## config.mk

```make
export PLATFORM = sky130hd
export DESIGN_NAME = sid_waveform_mixer
export DESIGN_NICKNAME = d
export VERILOG_FILES = /design/src/rtl/sid_waveform_mixer.sv
export SDC_FILE = /design/constraint.sdc
export NUM_CORES = 1
export LEC_CHECK = 0
export CORE_MARGIN = 2
export CORE_UTILIZATION = 45
export CTS_CLUSTER_SIZE = 30
export DETAILED_ROUTE_END_ITERATION = 12
export PLACE_DENSITY = 0.71
export RECOVER_POWER = 50
export SLEW_MARGIN = 10
export SYNTH_ARGS = -nofsm -noshare
export SYNTH_HDL_FRONTEND = slang
export SYNTH_SLANG_ARGS = --single-unit
```

## constraint.sdc

```tcl
create_clock -name clk -period 9.3 [get_ports clk]
set_input_delay 2.79 -clock clk [delete_from_list [all_inputs] [get_ports clk]]
set_output_delay 2.79 -clock clk [all_outputs]
set_load 0.05 [all_outputs]
```

## src/rtl/sid_waveform_mixer.sv

```systemverilog
// rtl/sid_waveform_mixer.sv - SID voice waveform mixer with floating-DAC hold/fade and LFSR writeback
// wav_i packs {selector[3:0]=N,P,S,T, noise[7:0], pulse, saw_tri[11:0]}; model 0=MOS6581, 1=MOS8580.
module sid_waveform_mixer #(
    parameter logic [13:0] FADE_TTL_6581 = 14'd54,
    parameter logic [13:0] FADE_TTL_8580 = 14'd800,
    parameter int          PHI1          = 0
) (
    input  logic        clk,
    input  logic        res_n,
    input  logic        tick_ms,
    input  logic        model,
    input  logic [1:0]  phase,
    input  logic [24:0] wav_i,
    output logic [11:0] wav_o,
    output logic [7:0]  noise_wb,
    output logic        noise_we
);

    typedef enum logic [1:0] {
        ACTIVE = 2'd0,
        HOLD   = 2'd1,
        FADED  = 2'd2
    } state_e;

    state_e      state_q, state_d;
    logic [11:0] wav_q, wav_d;
    logic [7:0]  noise_wb_q, noise_wb_d;
    logic        noise_we_q, noise_we_d;
    logic [13:0] cnt_q, cnt_d;
    logic        tick_pend_q, tick_pend_d;

    logic [3:0]  sel;
    logic [7:0]  noise;
    logic        pulse;
    logic [11:0] saw_tri;
    logic [11:0] mix;
    logic [13:0] cnt_inc;
    logic [13:0] ttl;
    logic        tick_eff;
    logic        we_next;

    always_comb begin
        sel     = wav_i[24:21];
        noise   = wav_i[20:13];
        pulse   = wav_i[12];
        saw_tri = wav_i[11:0];

        // Unselected components contribute all-ones so the AND only sees selected ones.
        mix = 12'hfff;
        if (sel[0]) mix = mix & {saw_tri[10:0], 1'b0};
        if (sel[1]) mix = mix & saw_tri;
        if (sel[2]) mix = mix & {12{pulse}};
        if (sel[3]) mix = mix & {noise, 4'b0000};

        tick_eff = tick_ms | tick_pend_q;
        cnt_inc  = (cnt_q == 14'h3fff) ? cnt_q : cnt_q + {13'd0, tick_eff};
        ttl      = model ? FADE_TTL_8580 : FADE_TTL_6581;
        we_next  = sel[3] & (|sel[2:0]);

        state_d     = state_q;
        wav_d       = wav_q;
        noise_wb_d  = noise_wb_q;
        noise_we_d  = noise_we_q;
        cnt_d       = cnt_q;
        tick_pend_d = tick_pend_q | tick_ms;

        if (phase[PHI1]) begin
            tick_pend_d = 1'b0;
            noise_we_d  = we_next;
            noise_wb_d  = we_next ? mix[11:4] : 8'hff;
            if (sel != 4'b0000) begin
                state_d = ACTIVE;
                wav_d   = mix;
                cnt_d   = 14'd0;
            end else begin
                case (state_q)
                    ACTIVE: state_d = HOLD;
                    HOLD: begin
                        cnt_d = cnt_inc;
                        // >= so a model switch to a shorter TTL expires at once.
                        if (cnt_inc >= ttl) begin
                            wav_d   = 12'd0;
                            state_d = FADED;
                        end
                    end
                    FADED:   wav_d   = 12'd0;
                    default: state_d = ACTIVE;
                endcase
            end
        end
    end

    always_ff @(posedge clk or negedge res_n) begin
        if (!res_n) begin
            state_q     <= ACTIVE;
            wav_q       <= 12'd0;
            noise_wb_q  <= 8'hff;
            noise_we_q  <= 1'b0;
            cnt_q       <= 14'd0;
            tick_pend_q <= 1'b0;
        end else begin
            state_q     <= state_d;
            wav_q       <= wav_d;
            noise_wb_q  <= noise_wb_d;
            noise_we_q  <= noise_we_d;
            cnt_q       <= cnt_d;
            tick_pend_q <= tick_pend_d;
        end
    end

    assign wav_o    = wav_q;
    assign noise_wb = noise_wb_q;
    assign noise_we = noise_we_q;

endmodule

```

======== Word level (Yosys, flattened, before mapping) ========
Index checks and enable logic that the tools add are counted.
Widths: inputs -> output; s select.
storage, ports and cells
  register bits ........................... 38
  bits in latches ......................... 0
  bits in writable memories ............... 0
  memory bits (read-only) ................. 0
  bits of input ports ..................... 31
  output and inout bits ................... 21
  logic and storage cells ................. 42
  memories kept ........................... 0
operators by class
  $add $sub $neg .......................... 1
  multipliers ............................. 0
  divide/modulo/power cells ............... 0
  $lt $le $gt $ge ......................... 1
  equal/unequal tests ..................... 5
  shifts and indexed selects .............. 0
  multiplexer cells ....................... 16
  bitwise operators ....................... 5
  reduce and logical (&&, ||, !) cells .... 8
operator list
  operator              number
  $mux 12               6
  $mux 14               3
  $and 12x12->12        3
  $pmux 12 s2           1
  $add 14x1->14         1
  $eq 14x14->1 const B  1
  $ge 14x10->1          1
  $mux 10               1
  $mux 8                1
  $pmux 2 s3            1
  $reduce_and 3->1      2
  $mux 2                2
  $reduce_bool 4->1     1
  $ne 3x3->1 const B    1
  $reduce_bool 3->1     1
  $reduce_or 3->1       1
  $eq 2x1->1 const B    1
  $eq 2x2->1 const B    1
  $logic_not 2->1       1
  $ne 2x2->1 const B    1
  $reduce_and 2->1      1
  $reduce_bool 2->1     1
  $and 1x1->1           1
  $mux 1                1
  $or 1x1->1            1

======== Depth between registers and ports, before layout ========
  word-level depth ........................ 8
  depth in mapped cells ................... 14
  mapped depth without buffers ............ 13

======== Worst setup path before layout ========
Ideal clock, no wire load.
  path kind ............................... input to register
  from .................................... input port tick_ms
  to ...................................... register wav_q[0], in the netlist wav_o[0]
  library setup time ...................... 121 ps
  data arrival time ....................... 5268 ps
  data required time ...................... 9179 ps
  setup slack ............................. 3911 ps
  cell stages on the path ................. 14
  path buffers ............................ 1
  path through ............................ or2_2 > ha_1 > ha_1 > and3_1 > o311a_1 > nand2_1 > xnor2_1 > ha_1 > nand2_1 > a2111oi_0 > a32oi_2 > nand3_4 > buf_6 > a21oi_2
on the way
  longest elaborated chain between the ends .. 6
RTL lines
  what                               RTL line  source
  start: declaration                 10        input logic tick_ms,
  $or 1x1->1                         55        tick_eff = tick_ms | tick_pend_q;
  $add 14x1->14                      56        cnt_inc = (cnt_q == 14'h3fff) ? cnt_q : cnt_q + {13'd0, tick_eff};
  $mux 14                            56
  $ge 14x10->1                       81        if (cnt_inc >= ttl) begin
  $ne 3x3->1 (no source line)        -
  $reduce_and 3->1 (no source line)  -
  end signal: assignment             103       wav_q <= wav_d;
  end: declaration                   26        logic [11:0] wav_q, wav_d;
No other way between the ends.
A chain may end at the register's enable or synchronous reset.

======== Final worst setup path ========
  from .................................... input port tick_ms
  to ...................................... register state_q[1]
on the way
  longest elaborated chain between the ends .. 6
RTL lines
  what                               RTL line  source
  $or 1x1->1                         55
  $add 14x1->14                      56
  $mux 14                            56
  $ge 14x10->1                       81
  $ne 3x3->1 (no source line)        -
  $reduce_and 3->1 (no source line)  -
  end signal: assignment             102       state_q <= state_d;
  end: declaration                   25        state_e state_q, state_d;
No other way between the ends.

==> impl_metrics.yaml <==
worst_setup_path:
  startpoint_type: "input pin"
  timing.rr.end: "state_q[1]$_DFFE_PN0P_"
  reg2reg_slack_ns: 5.80
  cp_max_fo: 13
  crit_path_end_kind: "flop"
  rr_startpoint: "cnt_q[4]$_DFFE_PN0P_"
  critical_path.startpoint: "tick_ms"
  critical_path_class: "in -> reg"
  endpoint: "state_q[1]$_DFFE_PN0P_"
  cp.arrival_ns: 6.17
  cp.required_ns: 9.53
  r2r_cells: 11
placed_design:
  dp_hpwl_um: 4520
  portBuffers: 50
  gp_routability_congestion: 0.833
  dp_slack_ns: 3.03
timing:
  min_period_ns: 5.93
  setup_viol: 0
  worst_pin_slew_ns: 1.99
  period_share_pct: 63.8
  slew_headroom_pct: -32.6
  slew_viol_final: 39
  maxClockFrequency_mhz: 169
  clock_skew_ns: 0.00719
  setup_ws_ns: 3.37
  setup_tns_ns: 0
  hold_viol_final: 0
  rsz0062_at_grt: "false"
final_layout:
  nets: 361
  drive_above_1_share_pct: 11.1
  n_antenna_cell: 0
  final_core_util_pct: 59.4
  area_delta_synth_final_pct: 26.4
  fill_cells: 467
cts:
  clkTransAtPathRegs_ns: 0.08
  htree_levels: 2
  numClockSinks: 38
  ctsHoldBuffers: 0
  numCtsBuffers: 5
  cts_setup_buffers: 0
  root_buffer: "clkbuf_8"
  insertion_delay_ns: 0.30
  cts_tree: "yes"
  cts_buffer_depth: 2
  cts_resized: 0
global_routing:
  grt_usage_pct: 21.7
  antenna_found_initial: 0
  first_global_vias: 2255
  grt_overflow_total: 0
  grt_pass1_wl_um: 10400
  grt_max_degree: 39
logic_synthesis:
  syn_nets: 316
  synthMuxAreaShare_pct: 1.24
  synth_simple_gate_area_share_pct: 26.8
  synthesis.area_um2: 2430
  synth_xor_area_share_pct: 1.08
  yosys.cell_types.count: 52
  avgSynthCellArea_um2: 8.74
  synth_compound_area_share_pct: 23.4
  async_reset_ff_share_pct: 100
  synth_top_family_by_area: "simple AND/OR/NAND/NOR gates"
  syn_inst: 278
  synth_edf_count: 0
  ys_ff_latch: 38
  synthFlopType: "dfrtp_1"
  synthAdderAreaFrac_pct: 3.60
  yosys_warnings: 0
  ys_seq_area_share_pct: 39.5
floorplanning:
  io_pins: 52
  std_cell_rows: 26
  fp.dieW_um: 77.5
  die_h_um: 77.5
  die_area_um2: 6010
  fp.coreArea_um2: 5170
  initial_core_util_pct: 47.0
drt:
  vias: 2219
  via_per_inst: 5.63
  drtIter0Drc: 59
  drcViolationCount: 0
  drt-total-wl_um: 6040
  postRouteAntennaNets: 0
  wl_per_cell_um: 15.3
  dr.pass1.iters: 4
status:
  status: "complete, but fails checks"
  violations: "max-capacitance violations, max-slew violations"
pwr:
  combPwrFrac_pct: 24.3
  p_sw_share_pct: 31.6
  power.internal_w: 0.000297
  clkPwrFrac_pct: 33.4
  leakage_nw: 1.17
  p_sw_w: 0.000137
  vdd_drop_max_v: 0.0000706
  seq_power_share_pct: 42.3
  cellPowerDensity_nw_per_um2: 141
  report.power.total_w: 0.000433
flow_run:
  maxCapViolCount: 1
min_path:
  hp-class: "reg -> reg"
## sequential cells by signal, indices dropped and copies added (netlist names)
signal,count
state_q,2
wav_o,12
noise_wb,8
tick_pend_q,1
cnt_q,14
noise_we,1
## layout make-up
| class | instances | area (µm²) | share of cell area, % |
|---|---|---|---|
| sequential | 38 | 961 | 31.3 |
| multi-input combinational | 216 | 1360 | 44.4 |
| inverter | 10 | 37.5 | 1.22 |
| clock inverter | 3 | 45.0 | 1.47 |
| clock buffer | 5 | 68.8 | 2.24 |
| timing repair buffer | 52 | 509 | 16.6 |
| tap | 70 | 87.6 | 2.85 |
## placed cells by master, fill, tap and decap left out, types with 3 or more instances in the layout
master           count
nor2_1              38
clkdlybuf4s50_1     40
a21oi_1             14
inv_1                8
nand2b_1             4
and3_1               4
dlygate4sd3_1        9
clkbuf_8             5
nand3_1             10
nand4_1              3
nand2_1             18
o21ai_0             15
o22ai_1             12
a21oi_2             10
o22a_1               8
mux2i_1              3
dfrtp_1             30
nor4_1              11
dfstp_2              8
nor3_1              12
ha_1                 7
nor2b_1             10
## synth_stat cells, types with 2 or more instances
library cell  count  area share (%)
clkbuf_1         10             1.5
dfstp_2           8             8.6
nor3_1           12             2.5
buf_6             2            0.93
o22ai_1          12             3.1
clkinv_1          2            0.31
a31oi_1           2            0.51
nand4_1           3            0.77
nand2b_1          4             1.0
nor2b_1          10             2.6
nand3_1          10             2.1
or3_1             2            0.51
nand2_1          18             2.8
o31ai_1           2            0.62
buf_2             2            0.41
and3_1            4             1.0
o22a_1            8             2.9
nor2_1           38             5.9
nor4_2            2             1.0
o41ai_1           2            0.72
or4_1             2            0.62
inv_1             8             1.2
a21oi_1          14             2.9
ha_1              7             3.6
a21oi_2          10             3.6
o21a_1            2            0.62
nor4_1           11             2.8
xnor2_1           2            0.72
dfrtp_1          30              31
o21ai_0          15             3.1
mux2i_1           3             1.2
## how the worst min path moves through the flow
stage,start,endpoint,cells past startpoint
floorplan,cnt_q[0]$_DFFE_PN0P_,cnt_q[0]$_DFFE_PN0P_,2
finish,wav_o[11]$_DFFE_PN0P_,wav_o[11]$_DFFE_PN0P_,2
CTS,wav_o[11]$_DFFE_PN0P_,wav_o[11]$_DFFE_PN0P_,2
detailed placement,wav_o[8]$_DFFE_PN0P_,wav_o[8]$_DFFE_PN0P_,2
global placement,wav_o[3]$_DFFE_PN0P_,wav_o[3]$_DFFE_PN0P_,2
global route,noise_wb[5]$_DFFE_PN1P_,noise_wb[5]$_DFFE_PN1P_,1
## critical path, stage by stage
cell	delay, ns
clkdlybuf4s50_1	0.45
or2_2	0.11
ha_1	0.20
ha_1	0.25
and3_1	0.29
o311a_1	0.33
nand2_1	0.12
xnor2_1	0.14
ha_1	0.29
nand2_1	0.09
a2111oi_0	0.51
a32oi_2	0.17
nand3_4	0.24
a22o_1	0.19
## cell families after synthesis
logic type,Yosys count
flip-flops,38
AO/OA/AOI/OAI,79
XOR/XNOR,3
multiplexers,3
AND/OR/NAND/NOR,124
buffers and inverters,24
adder cells (fa/ha/maj),7
## power by group through the flow
stage / clock network (W) / logic, W / registers [W]
2_1_floorplan: 0 / 0.0000330 / 0.000218
3_3_place_gp: 0 / 0.000107 / 0.000186
3_5_place_dp: 0 / 0.000107 / 0.000186
4_1_cts: 0.000148 / 0.000108 / 0.000184
5_1_grt: 0.000157 / 0.000113 / 0.000185
6_report: 0.000145 / 0.000105 / 0.000183
## layer usage
layer | track usage [%] | wire [µm]
met3 | 4.53 | 251
met2 | 37.0 | 2990
met1 | 27.6 | 2750
met5 | 0 | 0
met4 | 6.43 | 46
## through the flow
stage / cell area, µm² / instances / hold WS (ns)
3_5_place_dp: 2960 / 386 / 0.515
6_report: 3070 / 394 / 0.520
4_1_cts: 3070 / 394 / 0.534
3_3_place_gp: 2960 / 386 / 0.504
5_1_grt: 3070 / 394 / 0.562
2_1_floorplan: 2430 / 278 / 0.481
Power figures use the tool's default switching activity.
